File: src/rtl/mgt_01_fp_round_unit_pkg.sv
// Shared types and constants for the FP rounding unit.
package mgt_01_fp_round_unit_pkg;

  localparam int unsigned EXP_W  = 8;
  localparam int unsigned MANT_W = 23;
  localparam int unsigned FLT_W  = 1 + EXP_W + MANT_W;
  localparam int unsigned GRS_W  = 3;
  localparam int unsigned RM_W   = 3;
  localparam int unsigned FF_W   = 5;
  localparam int unsigned SUM_W  = MANT_W + 2;

  typedef struct packed {
    logic              sign;
    logic [EXP_W-1:0]  exponent;
    logic [MANT_W-1:0] mantissa;
  } float_t;

  typedef enum logic {
    FREE = 1'b0,
    BUSY = 1'b1
  } fu_state_e;

  localparam logic [RM_W-1:0] RM_RNE = 3'b000;
  localparam logic [RM_W-1:0] RM_RTZ = 3'b001;
  localparam logic [RM_W-1:0] RM_RDN = 3'b010;
  localparam logic [RM_W-1:0] RM_RUP = 3'b011;
  localparam logic [RM_W-1:0] RM_RMM = 3'b100;

  localparam logic [FLT_W-1:0] CANON_NAN = 32'h7FC0_0000;

endpackage

File: src/rtl/mgt_01_fp_round_unit_if.sv
// Upstream-result / rounded-result bus of the FP rounding unit.
interface mgt_01_fp_round_unit_if;
  import mgt_01_fp_round_unit_pkg::*;

  logic              valid_i;
  float_t            operand_i;
  logic [GRS_W-1:0]  grs_i;
  logic [RM_W-1:0]   rm_i;
  logic              overflow_i;
  logic              underflow_i;
  logic              invalid_i;

  float_t            result_o;
  logic [FF_W-1:0]   fflags_o;
  logic              valid_o;
  fu_state_e         fu_state_o;
  logic              illegal_rm_o;

  modport master (
    output valid_i, operand_i, grs_i, rm_i, overflow_i, underflow_i, invalid_i,
    input  result_o, fflags_o, valid_o, fu_state_o, illegal_rm_o
  );

  modport slave (
    input  valid_i, operand_i, grs_i, rm_i, overflow_i, underflow_i, invalid_i,
    output result_o, fflags_o, valid_o, fu_state_o, illegal_rm_o
  );

endinterface

File: src/rtl/mgt_01_fp_round_unit.sv
// Single-precision rounding unit: capture, round-increment, normalize, emit.
// Build option: define FP_ROUND_RMM_EN to support rm=100 (round to nearest,
// ties to max magnitude); otherwise that code is reported as illegal.
module mgt_01_fp_round_unit
  import mgt_01_fp_round_unit_pkg::*;
(
  input  logic                   clk_i,
  input  logic                   rst_n_i,
  input  logic                   clk_en_i,
  mgt_01_fp_round_unit_if.slave  fp_if
);

  typedef enum logic [1:0] {
    IDLE      = 2'd0,
    ROUND     = 2'd1,
    NORMALIZE = 2'd2,
    VALID     = 2'd3
  } state_e;

  state_e             state_q, state_d;

  float_t             op_q;
  logic [GRS_W-1:0]   grs_q;
  logic [RM_W-1:0]    rm_q;
  logic               ovf_in_q, unf_in_q, inv_in_q;

  logic [SUM_W-1:0]   sum_q;

  logic [FLT_W-1:0]   result_q;
  logic [FF_W-1:0]    fflags_q;
  logic               valid_q;
  logic               illegal_q;
  fu_state_e          fu_state_q;

  logic               capture_c;
  logic               rm_legal_c;
  logic               inc_c;

  logic               carry_c;
  logic               hidden_c;
  logic               special_c;
  logic               ovf_rnd_c;
  logic [EXP_W-1:0]   exp_rnd_c;
  logic [MANT_W-1:0]  mant_rnd_c;
  logic [FLT_W-1:0]   res_d;
  logic [FF_W-1:0]    ff_d;

  assign capture_c = (state_q == IDLE) && fp_if.valid_i && clk_en_i;

  // State register; everything holds while the clock enable is low.
  always_ff @(posedge clk_i or negedge rst_n_i) begin
    if (!rst_n_i) begin
      state_q <= IDLE;
    end else if (clk_en_i) begin
      state_q <= state_d;
    end
  end

  // Next-state logic: fixed three-step pipeline once an operand is accepted.
  always_comb begin
    state_d = state_q;
    case (state_q)
      IDLE:      if (fp_if.valid_i) state_d = ROUND;
      ROUND:     state_d = NORMALIZE;
      NORMALIZE: state_d = VALID;
      VALID:     state_d = IDLE;
      default:   state_d = IDLE;
    endcase
  end

  // Operand capture; valid_i is ignored while busy.
  always_ff @(posedge clk_i or negedge rst_n_i) begin
    if (!rst_n_i) begin
      op_q     <= '0;
      grs_q    <= '0;
      rm_q     <= '0;
      ovf_in_q <= 1'b0;
      unf_in_q <= 1'b0;
      inv_in_q <= 1'b0;
    end else if (capture_c) begin
      op_q     <= fp_if.operand_i;
      grs_q    <= fp_if.grs_i;
      rm_q     <= fp_if.rm_i;
      ovf_in_q <= fp_if.overflow_i;
      unf_in_q <= fp_if.underflow_i;
      inv_in_q <= fp_if.invalid_i;
    end
  end

  // Rounding-mode legality and round-up decision from L, G, R, S and sign.
  always_comb begin
    rm_legal_c = (rm_q < RM_RMM);
    inc_c      = 1'b0;
    case (rm_q)
      RM_RNE:  inc_c = grs_q[2] & (grs_q[1] | grs_q[0] | op_q.mantissa[0]);
      RM_RTZ:  inc_c = 1'b0;
      RM_RDN:  inc_c = op_q.sign & (|grs_q);
      RM_RUP:  inc_c = ~op_q.sign & (|grs_q);
`ifdef FP_ROUND_RMM_EN
      RM_RMM: begin
        rm_legal_c = 1'b1;
        inc_c      = grs_q[2];
      end
`endif
      default: inc_c = 1'b0;
    endcase
  end

  // ROUND stage: significand plus increment, keeping the carry-out bit.
  always_ff @(posedge clk_i or negedge rst_n_i) begin
    if (!rst_n_i) begin
      sum_q <= '0;
    end else if (clk_en_i && (state_q == ROUND)) begin
      sum_q <= {1'b0, |op_q.exponent, op_q.mantissa} + SUM_W'(inc_c);
    end
  end

  // NORMALIZE stage: carry/subnormal promotion, overflow, specials, flags.
  always_comb begin
    carry_c    = sum_q[SUM_W-1];
    hidden_c   = |op_q.exponent;
    special_c  = &op_q.exponent;
    exp_rnd_c  = op_q.exponent + EXP_W'(carry_c) + EXP_W'(~hidden_c & sum_q[MANT_W]);
    mant_rnd_c = carry_c ? sum_q[MANT_W:1] : sum_q[MANT_W-1:0];
    ovf_rnd_c  = (&exp_rnd_c) & ~special_c;
    res_d      = {op_q.sign, exp_rnd_c, mant_rnd_c};
    ff_d       = '0;

    if (!rm_legal_c) begin
      res_d = CANON_NAN;
      ff_d  = '0;
    end else if (special_c) begin
      res_d = (|op_q.mantissa) ? CANON_NAN : op_q;
      ff_d  = {inv_in_q, 1'b0, ovf_in_q, unf_in_q, 1'b0};
    end else begin
      if (ovf_rnd_c) begin
        case (rm_q)
          RM_RTZ:  res_d = {op_q.sign, 31'h7F7F_FFFF};
          RM_RDN:  res_d = op_q.sign ? 32'hFF80_0000 : 32'h7F7F_FFFF;
          RM_RUP:  res_d = op_q.sign ? 32'hFF7F_FFFF : 32'h7F80_0000;
          default: res_d = {op_q.sign, 31'h7F80_0000};
        endcase
      end
      ff_d = {inv_in_q,
              1'b0,
              ovf_in_q | (ovf_rnd_c & (rm_q != RM_RTZ)),
              unf_in_q,
              (|grs_q) | unf_in_q | ovf_rnd_c};
    end
  end

  // Output registers: results load on entry to VALID and hold until the next one.
  always_ff @(posedge clk_i or negedge rst_n_i) begin
    if (!rst_n_i) begin
      result_q   <= '0;
      fflags_q   <= '0;
      illegal_q  <= 1'b0;
      valid_q    <= 1'b0;
      fu_state_q <= FREE;
    end else if (clk_en_i) begin
      valid_q    <= (state_q == NORMALIZE);
      fu_state_q <= (state_d == IDLE) ? FREE : BUSY;
      if (state_q == NORMALIZE) begin
        result_q  <= res_d;
        fflags_q  <= ff_d;
        illegal_q <= ~rm_legal_c;
      end
    end
  end

  assign fp_if.result_o     = float_t'(result_q);
  assign fp_if.fflags_o     = fflags_q;
  assign fp_if.valid_o      = valid_q;
  assign fp_if.illegal_rm_o = illegal_q;
  assign fp_if.fu_state_o   = fu_state_q;

endmodule
File: src/flat_wrapper.sv
// flat-port wrapper written by rule: the top's interface ports become plain ports
module mgt_01_fp_round_unit_flat import mgt_01_fp_round_unit_pkg::*;
  (clk_i, rst_n_i, clk_en_i, fp_if_valid_i, fp_if_operand_i, fp_if_grs_i, fp_if_rm_i, fp_if_overflow_i, fp_if_underflow_i, fp_if_invalid_i, fp_if_result_o, fp_if_fflags_o, fp_if_valid_o, fp_if_fu_state_o, fp_if_illegal_rm_o);
  mgt_01_fp_round_unit_if fp_if_i ();
  input  logic clk_i;
  input  logic rst_n_i;
  input  logic clk_en_i;
  input wire logic [$bits(fp_if_i.valid_i)-1:0] fp_if_valid_i;
  input wire logic [$bits(fp_if_i.operand_i)-1:0] fp_if_operand_i;
  input wire logic [$bits(fp_if_i.grs_i)-1:0] fp_if_grs_i;
  input wire logic [$bits(fp_if_i.rm_i)-1:0] fp_if_rm_i;
  input wire logic [$bits(fp_if_i.overflow_i)-1:0] fp_if_overflow_i;
  input wire logic [$bits(fp_if_i.underflow_i)-1:0] fp_if_underflow_i;
  input wire logic [$bits(fp_if_i.invalid_i)-1:0] fp_if_invalid_i;
  output wire logic [$bits(fp_if_i.result_o)-1:0] fp_if_result_o;
  output wire logic [$bits(fp_if_i.fflags_o)-1:0] fp_if_fflags_o;
  output wire logic [$bits(fp_if_i.valid_o)-1:0] fp_if_valid_o;
  output wire logic [$bits(fp_if_i.fu_state_o)-1:0] fp_if_fu_state_o;
  output wire logic [$bits(fp_if_i.illegal_rm_o)-1:0] fp_if_illegal_rm_o;
  assign fp_if_i.valid_i = fp_if_valid_i;
  assign fp_if_i.operand_i = fp_if_operand_i;
  assign fp_if_i.grs_i = fp_if_grs_i;
  assign fp_if_i.rm_i = fp_if_rm_i;
  assign fp_if_i.overflow_i = fp_if_overflow_i;
  assign fp_if_i.underflow_i = fp_if_underflow_i;
  assign fp_if_i.invalid_i = fp_if_invalid_i;
  assign fp_if_result_o = fp_if_i.result_o;
  assign fp_if_fflags_o = fp_if_i.fflags_o;
  assign fp_if_valid_o = fp_if_i.valid_o;
  assign fp_if_fu_state_o = fp_if_i.fu_state_o;
  assign fp_if_illegal_rm_o = fp_if_i.illegal_rm_o;
  mgt_01_fp_round_unit u_core (.clk_i(clk_i), .rst_n_i(rst_n_i), .clk_en_i(clk_en_i), .fp_if(fp_if_i));
endmodule
File: config.mk
export PLATFORM = sky130hd
export DESIGN_NAME = mgt_01_fp_round_unit_flat
export DESIGN_NICKNAME = d
export VERILOG_FILES = /design/src/rtl/mgt_01_fp_round_unit_pkg.sv /design/src/rtl/mgt_01_fp_round_unit_if.sv /design/src/rtl/mgt_01_fp_round_unit.sv /design/src/flat_wrapper.sv
export SDC_FILE = /design/constraint.sdc
export NUM_CORES = 1
export LEC_CHECK = 0
export CORE_MARGIN = 4
export CORE_UTILIZATION = 25
export DETAILED_ROUTE_END_ITERATION = 8
export DONT_BUFFER_PORTS = 1
export GPL_ROUTABILITY_DRIVEN = 0
export HOLD_SLACK_MARGIN = 0.08
export SKIP_LAST_GASP = 1
export SYNTH_ARGS = -nofsm -noshare
export SYNTH_HDL_FRONTEND = slang
export SYNTH_SLANG_ARGS = --single-unit
File: constraint.sdc
create_clock -name clk_i -period 8.97 [get_ports clk_i]
set_input_delay 1.794 -clock clk_i [delete_from_list [all_inputs] [get_ports clk_i]]
set_output_delay 1.794 -clock clk_i [all_outputs]
set_load 0.005 [all_outputs]
==> impl_metrics.csv <==
group,metric,value,unit
sta,relSlewSlack,27.4,%
cells_and_area,area_growth,10.3,%
power_and_ir_drop,power_density,337,mW/mm^2
yosys,synth_top_cell_area_share,50.9,%
clock_network,ctsResizeCount,0,
worst_setup_path,rr_worst_depth,13,
yosys,synth_edf_count,0,
yosys,synth_area_leader_cell,"dfrtp_1",
clock_network,cts_sinks,107,
global_routing,grt_max_degree,108,
floorplan,die_y,153,um
cells_and_area,drive_gt1_share,15.2,%
clock_network,post_cts_buffers,0,
detailed_routing,firstDrtPassIters,6,
global_routing,grt_pass1_wl,20.1,mm
worst_setup_path,critPathKind,"reg -> reg",
sta,finalSetupViolations,0,
cells_and_area,fin_util,28.3,%
clock_network,cts_tree,"built",
clock_network,htreeDepth,3,
floorplan,ios,85,
sta,fmax,0.256,GHz
worst_setup_path,worstPathArrival,4.13,ns
cells_and_area,fillCellCount,2119,
floorplan,core_region_area,0.0205,mm^2
yosys,ys.flop_type,"dfrtp_1",
clock_network,cts_root_buf,"clkbuf_16",
outcome,status,"finished, final reports clean",
sta,worst_pin_slew,1.09,ns
power_and_ir_drop,seq_power_share,50.6,%
sta,min_period_over_period,43.6,%
sta,finalHoldViolations,0,
detailed_routing,vias,3469,
job,drv_cap,0,
worst_setup_path,startpoint_type,"flip-flop",
detailed_routing,via_per_inst,4.71,
power_and_ir_drop,leakagePower,0.00242,uW
clock_network,cts_buffers,9,
power_and_ir_drop,p_switching,700,uW
sta,setup_tns,0,ns
floorplan,start_util,25.7,%
clock_network,clk_path_buf_depth,2,
power_and_ir_drop,power.internal,1260,uW
cells_and_area,layout.nets,515,
placement,portBuffers,0,
floorplan,dieWidth,153,um
detailed_routing,wl_per_cell,16.7,um
yosys,synthArstFlopShare,100,%
sta,grt_setup_unrepaired,"false",
power_and_ir_drop,vdd_drop_max,0.000105,V
floorplan,die_area,0.0234,mm^2
detailed_routing,wl,12.3,mm
sta,period_minus_slack,3.91,ns
yosys,synthCells,477,
power_and_ir_drop,p_comb_share,27.4,%
clock_network,clk_latency,0.35,ns
worst_setup_path,end_kind,"flip-flop",
yosys,ys_seq_elements,107,
placement,place_hpwl,9.51,mm
min_path,holdPathStages,2,
power_and_ir_drop,switching_share,35.8,%
yosys,synth_cell_types,55,
detailed_routing,drc,0,
clock_network,clk_pin_slew_worst_paths,0.07,ns
detailed_routing,first_iter_violations,273,
yosys,yosysWarnings,0,
global_routing,antenna_found_initial,10,
yosys,ys_seq_area_share,50.9,%
power_and_ir_drop,clockPowerShare,22.0,%
worst_setup_path,cp_max_fo,25,
yosys,synthTopCellsByArea,"dfrtp_1 51%, mux2_2 9.2%, nand2_1 4.9%",
sta,slew_viol_final,0,
global_routing,grt_overflow,0,
global_routing,grt.total_usage,10.7,%
min_path,hold_class,"reg -> reg",
detailed_routing,ant_nets,0,
floorplan,fp-row-count,52,
worst_setup_path,required,9.19,ns
sta,worst_clock_skew,0.00453,ns
yosys,syn_nets,531,
yosys,synth.most_common_cell,"dfrtp_1",
yosys,syn_area,0.00526,mm^2
yosys,synth_area_per_cell,11.0,um^2
global_routing,grt_pass1_vias,3503,
yosys,synthTopCellsByCount,"107 x dfrtp_1, 69 x nand2_1, 43 x mux2_2",
clock_network,cts-hold-fix-buffers,0,
==> per-layer routing <==
metal / up-vias / part of all wire [%] / global-route usage (%)
met5: - / 0.84 / 0
met4: 18 / 1.8 / 3.82
met3: 27 / 7.0 / 4.50
met2: 68 / 46 / 16.6
li1: 1672 / - / -
met1: 1684 / 44 / 13.5
==> final cells by class <==
class,count,area [um^2],area share (%)
flip-flops and latches,107,2680,46.2
multi-input cells,330,2400,41.3
well taps,270,338,5.82
clock buffers,12,256,4.42
clock inverters,4,72.6,1.25
inverters,11,41.3,0.712
repair buffers,2,15.0,0.259
diodes,1,2.50,0.0431
==> critical path: stages (launching register included) <==
cell	delay (ns)
dfrtp_1	0.46
nor4_1	0.32
nand2_1	0.14
inv_1	0.10
nand2_1	0.07
fa_1	0.45
inv_1	0.12
ha_1	0.29
nand2_1	0.13
o31ai_2	0.19
a32oi_1	0.13
or4_1	0.93
o311ai_1	0.38
nand2_1	0.08
==> stage by stage <==
stage / area, um^2 / total power [uW] / instances / setup slack, ns / hold WS, ns
after CTS: 5800 / 1980 / 736 / 5.06 / 0.505
after detailed placement: 5470 / 1540 / 720 / 4.90 / 0.490
final: 5800 / 1960 / 737 / 5.06 / 0.502
after floorplan: 5260 / 1360 / 477 / 5.48 / 0.463
after global placement: 5470 / 1510 / 720 / 4.96 / 0.486
after global routing: 5800 / 2100 / 737 / 4.66 / 0.529
==> worst paths after layout <==
check / from / endpoint / slack (ns)
setup / recovery: u_core.op_q[27] / u_core.fp_if.result_o[31] / 5.06
hold / removal: u_core.fp_if.fflags_o[4] / u_core.fp_if.fflags_o[4] / 0.50
setup reg to reg: u_core.op_q[27] / u_core.fp_if.result_o[31] / 5.06
hold reg to reg: u_core.fp_if.fflags_o[4] / u_core.fp_if.fflags_o[4] / 0.50
max in group asynchronous: rst_n_i / u_core.fp_if.result_o[3] / 7.68
min in group asynchronous: rst_n_i / u_core.fp_if.fu_state_o / 1.14
==> cell families (layout without fill, tap and decap cells) <==
kind of cell,Yosys count,count (layout),share of synthesized area [%]
flip-flops,107,107,50.9
XOR/XNOR,27,27,4.50
AND/OR/NAND/NOR,146,146,13.7
buffers and inverters,40,29,3.59
AO/OA/AOI/OAI,82,82,11.6
other,1,2,0.0713
multiplexers,65,65,13.4
adder cells (fa/ha/maj),9,9,2.28
==> registers in the layout, summed over array words and instances, names as in the netlist <==
signal                     flops
u_core.fp_if.illegal_rm_o      1
u_core.rm_q                    3
u_core.fp_if.fu_state_o        1
u_core.fp_if.result_o         32
u_core.op_q                   32
u_core.grs_q                   3
u_core.unf_in_q                1
u_core.state_q                 2
u_core.fp_if.fflags_o          4
u_core.sum_q                  25
u_core.inv_in_q                1
u_core.fp_if.valid_o           1
u_core.ovf_in_q                1
==> layout by cell type (no fill, tap or decap), types with 5 or more instances in the layout <==
master	count
mux2i_1	22
xnor2_1	14
mux2_2	43
nand2_1	69
nand3_1	14
nor4_1	9
o22a_1	7
xor2_1	13
o21ai_0	27
nor2_1	21
a21oi_1	5
clkbuf_16	9
inv_1	11
nor3_1	5
a22o_1	23
ha_1	8
nand4_1	7
dfrtp_1	107
==> power by group through the flow <==
stage	logic, uW	clock network [uW]	registers [uW]
after floorplan	486	0	878
after global placement	522	0	989
after detailed placement	540	0	1000
after CTS	543	442	994
after global routing	609	459	1030
final	535	431	989
No activity file was read; power rests on OpenSTA's default activity.
